File: config.mk
export PLATFORM = sky130hd
export DESIGN_NAME = seg7_sb_ctrl_flat
export DESIGN_NICKNAME = d
export VERILOG_FILES = /design/src/rtl/seg7_pkg.sv /design/src/rtl/seg7_sb_ctrl_if.sv /design/src/rtl/seg7_scan.sv /design/src/rtl/seg7_sb_ctrl.sv /design/src/flat_wrapper.sv
export SDC_FILE = /design/constraint.sdc
export NUM_CORES = 1
export LEC_CHECK = 0
export CAP_MARGIN = 20
export CORE_ASPECT_RATIO = 2
export CORE_MARGIN = 2
export CORE_UTILIZATION = 35
export CTS_CLUSTER_SIZE = 14
export DETAILED_ROUTE_END_ITERATION = 16
export GPL_TIMING_DRIVEN = 0
export PLACE_DENSITY = 0.67
export SYNTH_ARGS = -nofsm -noshare
export SYNTH_HDL_FRONTEND = slang
export SYNTH_SLANG_ARGS = --single-unit
export TNS_END_PERCENT = 30
File: constraint.sdc
create_clock -name clk_i -period 3.8 [get_ports clk_i]
set_input_delay 0.76 -clock clk_i [delete_from_list [all_inputs] [get_ports clk_i]]
set_output_delay 0.76 -clock clk_i [all_outputs]
set_load 0.005 [all_outputs]
File: src/rtl/seg7_pkg.sv
// seg7_pkg: shared types, register offsets and glyph table
// for the seg7_sb_ctrl display slave.
package seg7_pkg;

  typedef logic [6:0] seg_t;

  localparam logic [31:0] DIGIT_BASE = 32'h0000_0000;
  localparam logic [31:0] EN_ADDR    = 32'h0000_0040;
  localparam logic [31:0] BLINK_ADDR = 32'h0000_0044;
  localparam logic [31:0] CTRL_ADDR  = 32'h0000_0048;

  // Active-low {g,f,e,d,c,b,a}
  function automatic seg_t hex_to_seg(input logic [3:0] v);
    seg_t s;
    unique case (v)
      4'h0: s = 7'h40;
      4'h1: s = 7'h79;
      4'h2: s = 7'h24;
      4'h3: s = 7'h30;
      4'h4: s = 7'h19;
      4'h5: s = 7'h12;
      4'h6: s = 7'h02;
      4'h7: s = 7'h78;
      4'h8: s = 7'h00;
      4'h9: s = 7'h10;
      4'hA: s = 7'h08;
      4'hB: s = 7'h03;
      4'hC: s = 7'h46;
      4'hD: s = 7'h21;
      4'hE: s = 7'h06;
      default: s = 7'h0E;
    endcase
    return s;
  endfunction

endpackage

File: src/rtl/seg7_sb_ctrl_if.sv
// seg7_sb_ctrl_if: peripheral bus port shared by the *_sb_ctrl slaves.
// Single-cycle request, read data one cycle later.
interface seg7_sb_ctrl_if;
  logic        req_i;
  logic        write_enable_i;
  logic [31:0] addr_i;
  logic [31:0] write_data_i;
  logic [31:0] read_data_o;

  modport master (
    output req_i,
    output write_enable_i,
    output addr_i,
    output write_data_i,
    input  read_data_o
  );

  modport slave (
    input  req_i,
    input  write_enable_i,
    input  addr_i,
    input  write_data_i,
    output read_data_o
  );
endinterface

File: src/rtl/seg7_scan.sv
// seg7_scan: slot/frame/blink counters and the registered
// segment/anode drivers for the digit currently in its slot.
module seg7_scan
  import seg7_pkg::*;
#(
  parameter int DIGITS    = 8,
  parameter int SCAN_DIV  = 1024,
  parameter int BLINK_DIV = 512
) (
  input  logic                   clk_i,
  input  logic                   rst,
  input  logic [DIGITS-1:0][4:0] dig,
  input  logic [DIGITS-1:0]      en,
  input  logic [DIGITS-1:0]      blink,
  output seg_t                   hex_led_o,
  output logic                   hex_dp_o,
  output logic [DIGITS-1:0]      hex_sel_o
);
  localparam int SW = $clog2(SCAN_DIV);
  localparam int IW = DIGITS > 1 ? $clog2(DIGITS) : 1;
  localparam int FW = BLINK_DIV > 1 ? $clog2(BLINK_DIV) : 1;

  logic [SW-1:0] scan_cnt;
  logic [IW-1:0] idx;
  logic [FW-1:0] frame_cnt;
  logic          blink_ph;
  logic          slot_end, frame_end, blink_end;
  logic [4:0]    cur;
  logic          vis;

  assign slot_end  = scan_cnt == SW'(SCAN_DIV - 1);
  assign frame_end = slot_end && idx == IW'(DIGITS - 1);
  assign blink_end = frame_cnt == FW'(BLINK_DIV - 1);

  always_comb begin
    cur = '0;
    vis = 1'b0;
    for (int k = 0; k < DIGITS; k++) begin
      if (idx == IW'(k)) begin
        cur = dig[k];
        vis = en[k] && !(blink[k] && blink_ph);
      end
    end
  end

  always_ff @(posedge clk_i) begin
    if (rst) begin
      scan_cnt  <= '0;
      idx       <= '0;
      frame_cnt <= '0;
      blink_ph  <= 1'b0;
    end else begin
      scan_cnt <= slot_end ? '0 : scan_cnt + 1'b1;
      if (slot_end)
        idx <= frame_end ? '0 : idx + 1'b1;
      if (frame_end) begin
        frame_cnt <= blink_end ? '0 : frame_cnt + 1'b1;
        if (blink_end)
          blink_ph <= ~blink_ph;
      end
    end
  end

  always_ff @(posedge clk_i) begin
    if (rst || !vis) begin
      hex_sel_o <= '1;
      hex_led_o <= 7'h7F;
      hex_dp_o  <= 1'b1;
    end else begin
      hex_sel_o <= ~(DIGITS'(1) << idx);
      hex_led_o <= hex_to_seg(cur[3:0]);
      hex_dp_o  <= ~cur[4];
    end
  end

endmodule

File: src/rtl/seg7_sb_ctrl.sv
// seg7_sb_ctrl: bus slave for a multiplexed 7-segment display.
// Bus decode, register file and read mux; scanning is in seg7_scan.
module seg7_sb_ctrl
  import seg7_pkg::*;
#(
  parameter int DIGITS    = 8,
  parameter int SCAN_DIV  = 1024,
  parameter int BLINK_DIV = 512
) (
  input  logic              clk_i,
  input  logic              rst,
  seg7_sb_ctrl_if.slave     bus,
  output seg_t              hex_led_o,
  output logic              hex_dp_o,
  output logic [DIGITS-1:0] hex_sel_o
);
  logic [DIGITS-1:0][4:0] dig_q;
  logic [DIGITS-1:0]      en_q, blink_q;
  logic                   wr, rd, aligned;
  logic                   dig_hit, en_hit, blink_hit, ctrl_hit;
  logic                   soft_rst;
  logic [4:0]             dig_rd;
  logic [31:0]            rd_d;

  assign wr      = bus.req_i && bus.write_enable_i;
  assign rd      = bus.req_i && !bus.write_enable_i;
  assign aligned = bus.addr_i[1:0] == 2'b00;

  assign dig_hit = aligned
    && bus.addr_i[31:6] == DIGIT_BASE[31:6]
    && {28'd0, bus.addr_i[5:2]} < 32'(DIGITS);
  assign en_hit    = bus.addr_i == EN_ADDR;
  assign blink_hit = bus.addr_i == BLINK_ADDR;
  assign ctrl_hit  = bus.addr_i == CTRL_ADDR;
  assign soft_rst  = wr && ctrl_hit && bus.write_data_i[0];

  always_comb begin
    dig_rd = '0;
    for (int k = 0; k < DIGITS; k++)
      if (bus.addr_i[5:2] == 4'(k))
        dig_rd = dig_q[k];
  end

  always_ff @(posedge clk_i) begin
    if (rst || soft_rst) begin
      dig_q   <= '0;
      en_q    <= '1;
      blink_q <= '0;
    end else if (wr) begin
      for (int k = 0; k < DIGITS; k++)
        if (dig_hit && bus.addr_i[5:2] == 4'(k))
          dig_q[k] <= bus.write_data_i[4:0];
      if (en_hit)
        en_q <= bus.write_data_i[DIGITS-1:0];
      if (blink_hit)
        blink_q <= bus.write_data_i[DIGITS-1:0];
    end
  end

  always_comb begin
    rd_d = '0;
    unique case (1'b1)
      dig_hit:   rd_d = {27'd0, dig_rd};
      en_hit:    rd_d = 32'(en_q);
      blink_hit: rd_d = 32'(blink_q);
      default:   rd_d = '0;
    endcase
  end

  // Soft reset leaves the last read result on the bus
  always_ff @(posedge clk_i) begin
    if (rst)
      bus.read_data_o <= '0;
    else if (rd)
      bus.read_data_o <= rd_d;
  end

  seg7_scan #(
    .DIGITS    (DIGITS),
    .SCAN_DIV  (SCAN_DIV),
    .BLINK_DIV (BLINK_DIV)
  ) u_scan (
    .clk_i     (clk_i),
    .rst       (rst || soft_rst),
    .dig       (dig_q),
    .en        (en_q),
    .blink     (blink_q),
    .hex_led_o (hex_led_o),
    .hex_dp_o  (hex_dp_o),
    .hex_sel_o (hex_sel_o)
  );

endmodule

File: src/flat_wrapper.sv
// flat-port wrapper written by rule: the top's interface ports become plain ports
module seg7_sb_ctrl_flat import seg7_pkg::*;
#(
  parameter int DIGITS    = 8,
  parameter int SCAN_DIV  = 1024,
  parameter int BLINK_DIV = 512
)
  (clk_i, rst, hex_led_o, hex_dp_o, hex_sel_o, bus_req_i, bus_write_enable_i, bus_addr_i, bus_write_data_i, bus_read_data_o);
  seg7_sb_ctrl_if bus_i ();
  input  logic clk_i;
  input  logic rst;
  output seg_t hex_led_o;
  output logic hex_dp_o;
  output logic [DIGITS-1:0] hex_sel_o;
  input wire logic [$bits(bus_i.req_i)-1:0] bus_req_i;
  input wire logic [$bits(bus_i.write_enable_i)-1:0] bus_write_enable_i;
  input wire logic [$bits(bus_i.addr_i)-1:0] bus_addr_i;
  input wire logic [$bits(bus_i.write_data_i)-1:0] bus_write_data_i;
  output wire logic [$bits(bus_i.read_data_o)-1:0] bus_read_data_o;
  assign bus_i.req_i = bus_req_i;
  assign bus_i.write_enable_i = bus_write_enable_i;
  assign bus_i.addr_i = bus_addr_i;
  assign bus_i.write_data_i = bus_write_data_i;
  assign bus_read_data_o = bus_i.read_data_o;
  seg7_sb_ctrl #(.DIGITS(DIGITS), .SCAN_DIV(SCAN_DIV), .BLINK_DIV(BLINK_DIV)) u_core (.clk_i(clk_i), .rst(rst), .bus(bus_i), .hex_led_o(hex_led_o), .hex_dp_o(hex_dp_o), .hex_sel_o(hex_sel_o));
endmodule
==> Word-level counts from Yosys, hierarchy flattened <==
Memory sizes are Yosys's and may differ from the RTL's. A register that Yosys moved wholly into a read port is not among the register bits.
Index checks and enable logic that the tools add are counted.
{ "op_classes": {"muxes": 27, "n_lt_le_gt_ge": 1, "n_shift": 1, "bitwise": 3, "reduce_logical": 59, "n_addsub": 3, "n_eq_ne": 19} }
{ "op_table": {"columns": ["operator", "count"], "rows": [
  ["$eq 32x7->1 const B", 3],
  ["$mux 5", 16],
  ["$logic_and 1x1->1", 31],
  ["$logic_not 26->1", 1],
  ["$pmux 8 s3", 1],
  ["$reduce_and 2->1", 11],
  ["$eq 4x3->1 const B", 4],
  ["$eq 3x3->1 const B", 4],
  ["$add 10x1->10 const B", 1],
  ["$eq 10x10->1 const B", 1],
  ["$logic_not 1->1", 10],
  ["$add 9x1->9 const B", 1],
  ["$eq 9x9->1 const B", 1],
  ["$mux 9", 1],
  ["$eq 4x2->1 const B", 2],
  ["$mux 1", 8],
  ["$not 8->8", 1],
  ["$shl 1x3->8 const A", 1],
  ["$eq 3x2->1 const B", 2],
  ["$eq 4x1->1 const B", 1],
  ["$logic_not 4->1", 1],
  ["$lt 4x4->1 const B", 1],
  ["$add 3x1->3 const B", 1],
  ["$eq 3x1->1 const B", 1],
  ["6 further kinds", 8]
]} }
{ "word_totals": {"output_inout_bits": 48, "reg_bits": 120, "input_bits": 68, "word_cells": 131, "memories": 1, "mem_bits_ro": 112} }
{ "mem_list": {"columns": ["memory", "words", "width", "rd", "rd_ports_with_merged_regs", "wr", "line_no", "rtl"], "rows": [
  ["(no name shown)", 16, 7, 1, 1, 0, "seg7_pkg.sv:15", "unique case (v)"]
]} }

==> Logic depth before layout (Yosys ltp) <==
Gate-level depths: netlist (run 1).
{ "logic_depth": {"ltp_word": 13, "depth_mapped": 14, "mapped_depth_nobuf": 11} }

==> Modules after synthesis <==
A second synthesis (run 1) with hierarchy kept.
{ "unflattened": {"cells_unflattened": 662, "hier_area_um2": 5741.8} }
{ "modules_own_cells": {"columns": ["module", "area_per_inst_um2", "cells_each", "n_inst", "seq_area_each_um2"], "rows": [
  ["seg7_sb_ctrl", 3260.6, 366, 1, 1281.2],
  ["seg7_scan", 2481.1, 296, 1, 780.7]
]} }

==> Worst setup path before layout (run 1) <==
No wires, ideal clock.
{ "synth_timing": {"kind": "register -> register", "start": "register u_core.u_scan.idx[2]", "end": "register u_core.u_scan.hex_led_o[1]", "stages_incl_launch_ff": 14, "synth_period_minus_slack_ns": 2.981, "arrival_ns": 2.832, "n_path_buf": 3, "path_slack_ns": 0.819, "cell_sequence": "dfxtp_1 clkbuf_1 inv_1 clkbuf_1 ha_1 clkbuf_1 nand2_1 nand2_1 o22a_1 o31ai_1 ha_1 o211ai_1 a21boi_0 o221ai_1"} }
{ "synth_via": {"elab_chain_len": 11} }
{ "synth_lines": {"columns": ["item", "line_no", "rtl"], "rows": [
  ["from (decl)", "seg7_scan.sv:24", "logic [IW-1:0] idx;"],
  ["from (signal assigned)", "seg7_scan.sv:55", "idx <= frame_end ? '0 : idx + 1'b1;"],
  ["$logic_not 3->1", "seg7_scan.sv:39", "if (idx == IW'(k)) begin"],
  ["$mux 1 (8 in a row)", "seg7_scan.sv:39", null],
  ["$logic_not 1->1", "seg7_scan.sv:65", "if (rst || !vis) begin"],
  ["$logic_or 1x1->1", "seg7_scan.sv:65", null],
  ["to (decl)", "seg7_scan.sv:15", "output seg_t hex_led_o,"]
]} }
Several ways; a longest one is shown, not always the timed one.
A chain may end at the register's enable or synchronous reset.

==> Worst setup path after layout (run 1) <==
Ends and elaborated chain as after synthesis.

==> results of run 1 <==
## cells in the final DEF (no fill, tap or decap), types with 5 or more instances in the layout
master / count
dfxtp_1: 103
and3_1: 6
nand3b_1: 8
nor3_1: 5
o21ai_0: 25
clkbuf_16: 9
inv_1: 17
o211ai_1: 5
nor3b_1: 6
a211oi_1: 5
a221oi_1: 5
nand2_1: 40
nor2_4: 6
xnor2_1: 5
nor4_1: 7
ha_1: 15
nand3_1: 22
nand2b_1: 11
nor2_1: 88
buf_2: 17
conb_1: 24
buf_4: 24
clkdlybuf4s50_1: 62
a21oi_1: 29
mux4_2: 10
clkbuf_1: 14
mux2i_1: 64
## worst max path at each step
stage / end / depth (start not counted) / start / slack, ns
floorplan: u_core.u_scan.hex_led_o[1] / 13 / u_core.u_scan.idx[2] / 0.82
global placement: u_core.u_scan.hex_led_o[1] / 13 / u_core.u_scan.idx[2] / -0.04
detailed placement: u_core.u_scan.hex_led_o[1] / 13 / u_core.u_scan.idx[2] / -0.08
CTS: u_core.u_scan.hex_led_o[1] / 13 / u_core.u_scan.idx[2] / 0.12
global route: u_core.u_scan.hex_led_o[1] / 13 / u_core.u_scan.idx[2] / 0.02
finish: u_core.u_scan.hex_led_o[1] / 13 / u_core.u_scan.idx[2] / 0.22
## stage by stage
stage,setup slack (ns),instances,setup TNS (ns)
6_report,0.2200,909,0
2_1_floorplan,0.8187,633,0
3_5_place_dp,-0.08380,893,-0.08380
4_1_cts,0.1248,909,0
3_3_place_gp,-0.04192,893,-0.04192
5_1_grt,0.02091,909,0
## routing by layer
layer	global-route usage, %	up-vias	wire length, um
met1	17.24	2218	5129
met4	13.79	0	1028
met2	35.12	191	8330
met5	0	-	0
li1	-	2302	-
met3	2.133	61	659
## power groups by stage
stage               sequential [mW]  clock [mW]  combinational (mW)
floorplan                      1.11           0              0.0736
global placement               1.11           0               0.149
detailed placement             1.11           0               0.149
CTS                            1.09       0.943               0.149
global route                   1.09       0.986               0.161
finish                         1.09       0.929               0.149
## area by class of cell
| class | instances | area, um^2 |
|---|---|---|
| fill | 1550 | 8569 |
| multi-input combinational | 454 | 3094 |
| sequential | 103 | 2062 |
| timing repair buffer | 62 | 620.6 |
| buffer | 59 | 334.1 |
| tap | 198 | 247.7 |
| clock buffer | 10 | 239.0 |
| clock inverter | 6 | 63.81 |
| inverter | 17 | 63.81 |
## sequential cells by signal, summed over array words and instances, names as in the netlist
| name | cells |
|---|---|
| u_core.u_scan.hex_sel_o | 8 |
| u_core.bus.read_data_o | 8 |
| u_core.u_scan.hex_dp_o | 1 |
| u_core.u_scan.idx | 3 |
| u_core.blink_q | 8 |
| u_core.u_scan.blink_ph | 1 |
| u_core.u_scan.hex_led_o | 7 |
| u_core.u_scan.frame_cnt | 9 |
| u_core.en_q | 8 |
| u_core.u_scan.scan_cnt | 10 |
| u_core.dig_q | 40 |
## cell families after synthesis
family / Yosys count / share of synthesized area [%]
muxes: 76 / 16.27
buffers and inverters: 76 / 7.262
DFF: 103 / 37.75
and+or+nand+nor: 230 / 22.08
AOI/OAI and AO/OA: 100 / 11.68
adders and majority gates: 15 / 3.436
xor gates and xnor gates: 9 / 1.443
other: 1 / 0.06866
## worst max-delay path, delay by kind of cell, from the launching register on
| kind | cells | cell delay (ns) |
|---|---|---|
| adder cells (fa/ha/maj) | 2 | 0.69 |
| buffers and inverters | 3 | 0.72 |
| flip-flops | 1 | 0.34 |
| AND/OR/NAND/NOR | 1 | 0.29 |
| AO/OA/AOI/OAI | 7 | 1.34 |
## what timing repair did
action | 4_1_cts | 5_1_grt
gates resized for setup | 1 | 2
buffers inserted | 0 | 0
hold buffers | 0 | 0
pin swaps | 0 | 0
setup endpoints to repair | 1 | 10
==> results.json, run 1 <==
{
  "status": "completed",
  "crit_chain": "clkbuf_1 > inv_1 > clkbuf_1 > ha_1 > nor2_1 > o21ai_0 > a21oi_1 > o22ai_1 > a221o_1 > ha_1 > o211ai_1 > a21boi_0 > o221ai_1",
  "required_ns": 3.97,
  "drt-total-wl_mm": 15.15,
  "leakage_nw": 2.388,
  "hold_class": "reg2reg",
  "drive_gt1_share_pct": 13.08,
  "grt_pass1_wl_mm": 23.90,
  "arrival_ns": 3.75,
  "grt-ovfl-total": 0,
  "yosysSeqAreaShare_pct": 37.75,
  "die_h_um": 180.7,
  "power_frac_seq_pct": 50.2,
  "cts_tree": "done",
  "diodes": 0,
  "rows": 64,
  "synthCells": 610,
  "synth_top_area_share_pct": 37.75,
  "synth_most_common_cell": "dfxtp_1",
  "switching_power_mw": 0.5233,
  "synth_cell_types": 64,
  "worstPathMaxFanout": 10,
  "rsz0062_at_grt": "no",
  "syn_to_final_growth_pct": 23.14,
  "drv_slew": 0,
  "setup_viol": 0,
  "finalCritPeriodShare_pct": 94.21,
  "drc": 0,
  "r2r_setup_slack_ns": 0.22,
  "crit_slowest_cell": "a221o_1",
  "start_kind": "flip-flop",
  "synth_top_area_cell": "dfxtp_1",
  "ys_ff_latch": 103,
  "vdd_drop_max_v": 0.0001836,
  "drt_first_iter_violations": 339,
  "r2r-start": "u_core.u_scan.idx[2]",
  "worstSetupEndpointType": "flip-flop",
  "initial_core_util_pct": 35.71,
  "power.density_nw_per_um2": 322.1,
  "ys_async_sr_fraction_pct": 0,
  "cts.htree.levels": 3,
  "wire_per_inst_um": 16.66,
  "dieWidth_um": 92.33,
  "synth_area_leaders": "dfxtp_1 38%, mux2i_1 12%, nor2_1 6.0%",
  "max-slew-margin-rel_pct": 27.51,
  "whs_path_depth": 2,
  "clockBufferDepth": 2,
  "grt_max_degree": 20,
  "cp_slowest_stage_delay_ns": 0.46,
  "clkSlewWorstSetupHoldPaths_ns": 0.07,
  "ant_nets": 0,
  "min-delay-start": "u_core.bus.read_data_o[4]",
  "min_to": "u_core.bus.read_data_o[4]",
  "gp_congestion": 0.8868,
  "rr_endpoint": "u_core.u_scan.hex_led_o[1]",
  "grt_pass1_vias": 4644,
  "die_area_um2": 16680,
  "synth.avg_cell_area_um2": 8.953,
  "numCtsBuffers": 9,
  "synth-edff-count": 0,
  "worstMarginPinSlew_ns": 1.077,
  "vias": 4772,
  "drv_cap": 0,
  "synth-main-ff-cell": "dfxtp_1",
  "pin_count": 116,
  "synth_common_cells": "103 x dfxtp_1, 88 x nor2_1, 64 x mux2i_1",
  "port_buffers": 62,
  "whs_ns": 0.4651,
  "swShare_pct": 24.15,
  "layout.nets": 789,
  "design_area_um2": 6725,
  "r2r_cells": 13,
  "pwr-share-comb_pct": 6.9,
  "grt_antenna_before_repair": 0,
  "syn_area_um2": 5461,
  "p_clk_share_pct": 42.9,
  "fin_skew_ns": 0.01413,
  "hold_viol_final": 0,
  "clock.fmax_ghz": 0.2793,
  "crit_type": "reg2reg",
  "ys_warn_count": 0,
  "intPower_mw": 1.643,
  "total_power_mw": 2.167,
  "dpl.hpwl_mm": 11.76,
  "clock_latency_ns": 0.36,
  "gr-usage-all-layers_pct": 18.42,
  "core_um2": 15290,
  "cts-root-buf": "clkbuf_16",
  "min_period_ns": 3.580,
  "clock_sinks": 103,
  "avgViaCountPerCell": 5.250,
  "place_area_um2": 6416,
  "first_pass_iters": 6,
  "fin_util_pct": 43.97
}
(Power assumes the default switching activity.)
==> inputs of run 2 (changes only) <==
--- a/config.mk
+++ b/config.mk
@@ -8,11 +8,11 @@
 export CAP_MARGIN = 20
 export CORE_ASPECT_RATIO = 2
 export CORE_MARGIN = 2
-export CORE_UTILIZATION = 35
+export CORE_UTILIZATION = 30
 export CTS_CLUSTER_SIZE = 14
 export DETAILED_ROUTE_END_ITERATION = 16
 export GPL_TIMING_DRIVEN = 0
-export PLACE_DENSITY = 0.67
+export PLACE_DENSITY = 0.61
 export SYNTH_ARGS = -nofsm -noshare
 export SYNTH_HDL_FRONTEND = slang
 export SYNTH_SLANG_ARGS = --single-unit
==> results.json, run 2 (synthesis gave the netlist of run 1 again) <==
{
  "numCtsBuffers": 9,
  "clock_latency_ns": 0.36,
  "die_h_um": 194.8,
  "wire_per_inst_um": 16.90,
  "finalCritPeriodShare_pct": 92.36,
  "worstSetupEndpointType": "flip-flop",
  "required_ns": 3.99,
  "multi_input_area_um2": 3107,
  "hold_class": "reg2reg",
  "drt_first_iter_violations": 234,
  "cts.htree.levels": 3,
  "initial_core_util_pct": 30.71,
  "clkSlewWorstSetupHoldPaths_ns": 0.07,
  "clock.fmax_ghz": 0.2849,
  "clock_sinks": 103,
  "leakage_nw": 2.392,
  "cts_tree": "done",
  "layout.nets": 789,
  "grt_pass1_wl_mm": 24.73,
  "gr-usage-all-layers_pct": 16.39,
  "diodes": 0,
  "crit_type": "reg2reg",
  "rr_endpoint": "u_core.u_scan.hex_led_o[1]",
  "drc": 0,
  "startpoint": "u_core.u_scan.idx[2]",
  "hold_viol_final": 0,
  "r2r-start": "u_core.u_scan.idx[2]",
  "drv_slew": 0,
  "syn_to_final_growth_pct": 23.57,
  "status": "completed",
  "first_pass_iters": 5,
  "ctsHoldBuffers": 0,
  "largest_reg_flops": 40,
  "min-delay-start": "u_core.bus.read_data_o[3]",
  "avgViaCountPerCell": 5.067,
  "cts-root-buf": "clkbuf_16",
  "final_cell_mix": "103 x dfxtp_1, 88 x nor2_1, 64 x mux2i_1",
  "fin_skew_ns": 0.01255,
  "final_common_cell": "dfxtp_1",
  "min_period_ns": 3.510,
  "rows": 69,
  "power.density_nw_per_um2": 322.0,
  "worstPathMaxFanout": 10,
  "die_area_um2": 19370,
  "gp_congestion": 0.9144,
  "dieWidth_um": 99.41,
  "num-fill-cells": 1793,
  "dpl.hpwl_mm": 12.05,
  "drv_cap": 0,
  "arrival_ns": 3.70,
  "setup_viol": 0,
  "rsz0062_at_grt": "no",
  "drt-total-wl_mm": 15.61,
  "grt_antenna_before_repair": 0,
  "max-slew-margin-rel_pct": 47.41,
  "ant_nets": 0,
  "r2r_cells": 13,
  "vdd_drop_max_v": 0.0001971,
  "vias": 4682,
  "grt_pass1_vias": 4707,
  "seq_area_um2": 2062,
  "clockBufferDepth": 2,
  "largest_register": "u_core.dig_q",
  "grt_max_degree": 18,
  "cp-endpoint": "u_core.u_scan.hex_led_o[1]",
  "grt-ovfl-total": 0,
  "drive_gt1_share_pct": 13.08,
  "r2r_setup_slack_ns": 0.29,
  "start_kind": "flip-flop",
  "core_um2": 17780,
  "reg_top3": "u_core.dig_q: 40 flops, u_core.u_scan.scan_cnt: 10 flops, u_core.u_scan.frame_cnt: 9 flops",
  "tns_ns": 0,
  "fin_util_pct": 37.95,
  "worstMarginPinSlew_ns": 0.7817,
  "pin_count": 116,
  "port_buffers": 62
}
run 2: per-stage QoR:
step           hold slack, ns  power [mW]  area (um^2)  worst slack, ns  std cells
2_1_floorplan          0.4299       1.188         5548           0.8187        633
3_5_place_dp           0.4472       1.264         6435         -0.03174        908
5_1_grt                0.4879       2.239         6749          0.03231        924
3_3_place_gp           0.4383       1.263         6435        -0.001689        908
6_report               0.4600       2.173         6749           0.2903        924
4_1_cts                0.4652       2.192         6735           0.2005        924
run 2: worst min-delay path by stage:
stage / slack, ns / depth (start not counted) / to
2_1_floorplan: 0.43 / 1 / u_core.u_scan.scan_cnt[0]
3_3_place_gp: 0.44 / 2 / u_core.bus.read_data_o[7]
3_5_place_dp: 0.45 / 2 / u_core.bus.read_data_o[0]
4_1_cts: 0.47 / 2 / u_core.bus.read_data_o[3]
5_1_grt: 0.49 / 1 / u_core.u_scan.scan_cnt[0]
6_report: 0.46 / 2 / u_core.bus.read_data_o[3]
run 2: worst max-delay path, stage by stage, from the launching register on:
cell and delay, ns:
dfxtp_1 0.33, clkbuf_1 0.25, inv_1 0.12, clkbuf_1 0.30, ha_1 0.36, nor2_1 0.29, o21ai_0 0.15, a21oi_1 0.16
o22ai_1 0.13, a221o_1 0.46, ha_1 0.33, o211ai_1 0.13, a21boi_0 0.21, o221ai_1 0.14
run 2: final cells by class:
type / instances / area share [%]
plain buffers: 59 / 4.950
clock buffers: 10 / 3.393
clock inverters: 6 / 0.9826
inverters: 17 / 0.9455
multi-input cells: 454 / 46.03
flip-flops and latches: 103 / 30.55
well taps: 213 / 3.949
repair buffers: 62 / 9.195
run 2: what timing repair did:
item,4_1_cts,5_1_grt
endpoints found under the setup margin,1,7
setup buffers,0,0
cloned,0,0
endpoints found under the hold margin,0,0
resized for setup,1,4
pin swaps,0,0
run 2: layer usage:
| metal | wire, um | GRT usage [%] |
|---|---|---|
| met3 | 560 | 2.409 |
| met1 | 5533 | 15.31 |
| met4 | 786 | 9.538 |
| met2 | 8732 | 32.26 |
| met5 | 0 | 0 |
run 2: power by group:
part	leakage (nW)	switching [mW]	total (mW)	internal (mW)
clock	0.147	0.420	0.934	0.515
combinational	1.41	0.0729	0.151	0.0777
sequential	0.833	0.00322	1.09	1.09
==> inputs of run 3 (changes only) <==
--- a/config.mk
+++ b/config.mk
@@ -6,7 +6,6 @@
 export NUM_CORES = 1
 export LEC_CHECK = 0
 export CAP_MARGIN = 20
-export CORE_ASPECT_RATIO = 2
 export CORE_MARGIN = 2
 export CORE_UTILIZATION = 30
 export CTS_CLUSTER_SIZE = 14
==> results.json, run 3 (synthesis gave the netlist of run 1 again) <==
{
  "core_um2": 17900,
  "intPower_mw": 1.679,
  "clock_latency_ns": 0.35,
  "num-fill-cells": 1818,
  "total_power_mw": 2.143,
  "r2r-start": "u_core.u_scan.idx[2]",
  "setup_viol": 0,
  "rsz0062_at_grt": "no",
  "numCtsBuffers": 9,
  "initial_core_util_pct": 30.51,
  "fin_skew_ns": 0.008519,
  "first_pass_iters": 7,
  "drv_slew": 0,
  "rr_endpoint": "u_core.u_scan.hex_led_o[1]",
  "min_period_ns": 3.575,
  "final_common_cell": "dfxtp_1",
  "dieWidth_um": 138.9,
  "cts.htree.levels": 3,
  "p_clk_share_pct": 42.3,
  "drt-total-wl_mm": 14.44,
  "syn_to_final_growth_pct": 23.87,
  "clkSlewWorstSetupHoldPaths_ns": 0.07,
  "worstSetupEndpointType": "flip-flop",
  "final_cell_mix": "103 x dfxtp_1, 88 x nor2_1, 64 x mux2i_1",
  "pwr-share-comb_pct": 6.9,
  "wire_per_inst_um": 15.36,
  "hold_class": "reg2reg",
  "crit_chain": "clkbuf_1 > inv_1 > clkbuf_1 > ha_1 > clkbuf_1 > nand2_1 > nand2_1 > o22ai_1 > a221o_1 > ha_1 > o211ai_1 > a21boi_0 > o221ai_1",
  "dpl.hpwl_mm": 10.71,
  "ant_nets": 0,
  "grt_pass1_wl_mm": 22.96,
  "critPathMostFrequentCell": "clkbuf_1",
  "worstPathMaxFanout": 10,
  "arrival_ns": 3.74,
  "start_kind": "flip-flop",
  "clockBufferDepth": 2,
  "diodes": 0,
  "fin_ws_ns": 0.2247,
  "cts_setup_buffers": 0,
  "die_h_um": 138.9,
  "cts_tree": "done",
  "r2r_cells": 13,
  "die_area_um2": 19300,
  "dp.cells": 924,
  "clock_sinks": 103,
  "required_ns": 3.97,
  "grt_antenna_before_repair": 0,
  "critPathTopFamily": "buffers and inverters",
  "place_area_um2": 6455,
  "grt_max_degree": 16,
  "grt-ovfl-total": 0,
  "layout.nets": 789,
  "path_buf_inv": 4,
  "whs_path_depth": 2,
  "fin_util_pct": 37.79,
  "port_buffers": 62,
  "gp_congestion": 0.8863,
  "finalCritPeriodShare_pct": 94.09,
  "largest_register": "u_core.dig_q",
  "cp_slowest_stage_delay_ns": 0.49,
  "gr-usage-all-layers_pct": 14.80,
  "reg_top3": "u_core.dig_q: 40 flops, u_core.u_scan.scan_cnt: 10 flops, u_core.u_scan.frame_cnt: 9 flops",
  "final_cells": 940,
  "power_frac_seq_pct": 50.8,
  "worstMarginPinSlew_ns": 0.8211,
  "power.density_nw_per_um2": 316.8,
  "leakage_nw": 2.386,
  "clock.fmax_ghz": 0.2797,
  "switching_power_mw": 0.4649,
  "max-slew-margin-rel_pct": 44.76,
  "drt_first_iter_violations": 323,
  "crit_slowest_cell": "clkbuf_1",
  "rows": 49,
  "swShare_pct": 21.69,
  "hold_viol_final": 0,
  "dp_slack_ns": -0.04557,
  "pin_count": 116,
  "cts-root-buf": "clkbuf_16",
  "min-delay-start": "u_core.bus.read_data_o[3]",
  "min_to": "u_core.bus.read_data_o[3]",
  "drc": 0,
  "largest_reg_flops": 40,
  "grt_pass1_vias": 4413,
  "avgViaCountPerCell": 4.933,
  "r2r_setup_slack_ns": 0.22,
  "crit_type": "reg2reg",
  "vdd_drop_max_v": 0.0001850,
  "design_area_um2": 6765,
  "vias": 4637,
  "drv_cap": 0,
  "drive_gt1_share_pct": 12.80,
  "status": "completed"
}
[run 3: area by class of cell]
type | instances | area, um^2 | area share (%)
Clock buffer | 14 | 284.0 | 4.198
Multi-Input combinational cell | 454 | 3103 | 45.87
Tap cell | 229 | 286.5 | 4.235
Clock inverter | 2 | 12.51 | 0.1849
Inverter | 17 | 63.81 | 0.9432
Buffer | 59 | 332.8 | 4.920
Sequential cell | 103 | 2062 | 30.48
Timing Repair Buffer | 62 | 620.6 | 9.173
[run 3: how the worst max path moves through the flow]
stage	from	endpoint	slack (ns)	depth (start not counted)
floorplan	u_core.u_scan.idx[2]	u_core.u_scan.hex_led_o[1]	0.82	13
global placement	u_core.u_scan.idx[2]	u_core.u_scan.hex_led_o[1]	-0.02	13
detailed placement	u_core.u_scan.idx[2]	u_core.u_scan.hex_led_o[1]	-0.05	13
CTS	u_core.u_scan.idx[2]	u_core.u_scan.hex_led_o[1]	0.22	13
global route	u_core.u_scan.idx[2]	u_core.u_scan.hex_led_o[1]	0.009	13
finish	u_core.u_scan.idx[2]	u_core.u_scan.hex_led_o[1]	0.22	13
[run 3: through the flow]
stage,hold slack (ns),setup TNS (ns)
after floorplan,0.4299,0
after global placement,0.4377,-0.02147
after detailed placement,0.4417,-0.04557
after CTS,0.4528,0
after global routing,0.4758,0
final,0.4502,0
[run 3: metal layers]
metal | vias to the layer above | routed length, um | GRT usage [%]
li1 | 2296 | - | -
met1 | 2152 | 6426 | 18.79
met2 | 159 | 6704 | 24.76
met3 | 30 | 952 | 2.831
met4 | 0 | 360 | 6.061
met5 | - | 0 | 0
[run 3: power by group through the flow]
stage                     Sequential (mW)  Combinational (mW)  Clock (mW)
after global routing                 1.09               0.160       0.982
after global placement               1.11               0.147           0
final                                1.09               0.148       0.906
after floorplan                      1.11              0.0736           0
after CTS                            1.09               0.149       0.930
after detailed placement             1.11               0.148           0
[run 3: worst reg2reg max path: cells and delay by family, from the launching register on]
family	cells	cell delay, ns
AND/OR/NAND/NOR	2	0.19
AO/OA/AOI/OAI	5	1.01
buffers and inverters	4	1.20
flip-flops	1	0.31
adder cells (fa/ha/maj)	2	0.68
[run 3: what timing repair did]
action / in CTS / in global routing
cloned: 0 / 0
gates resized for setup: 1 / 1
hold buffers: 0 / 0
setup endpoints to repair: 1 / 1
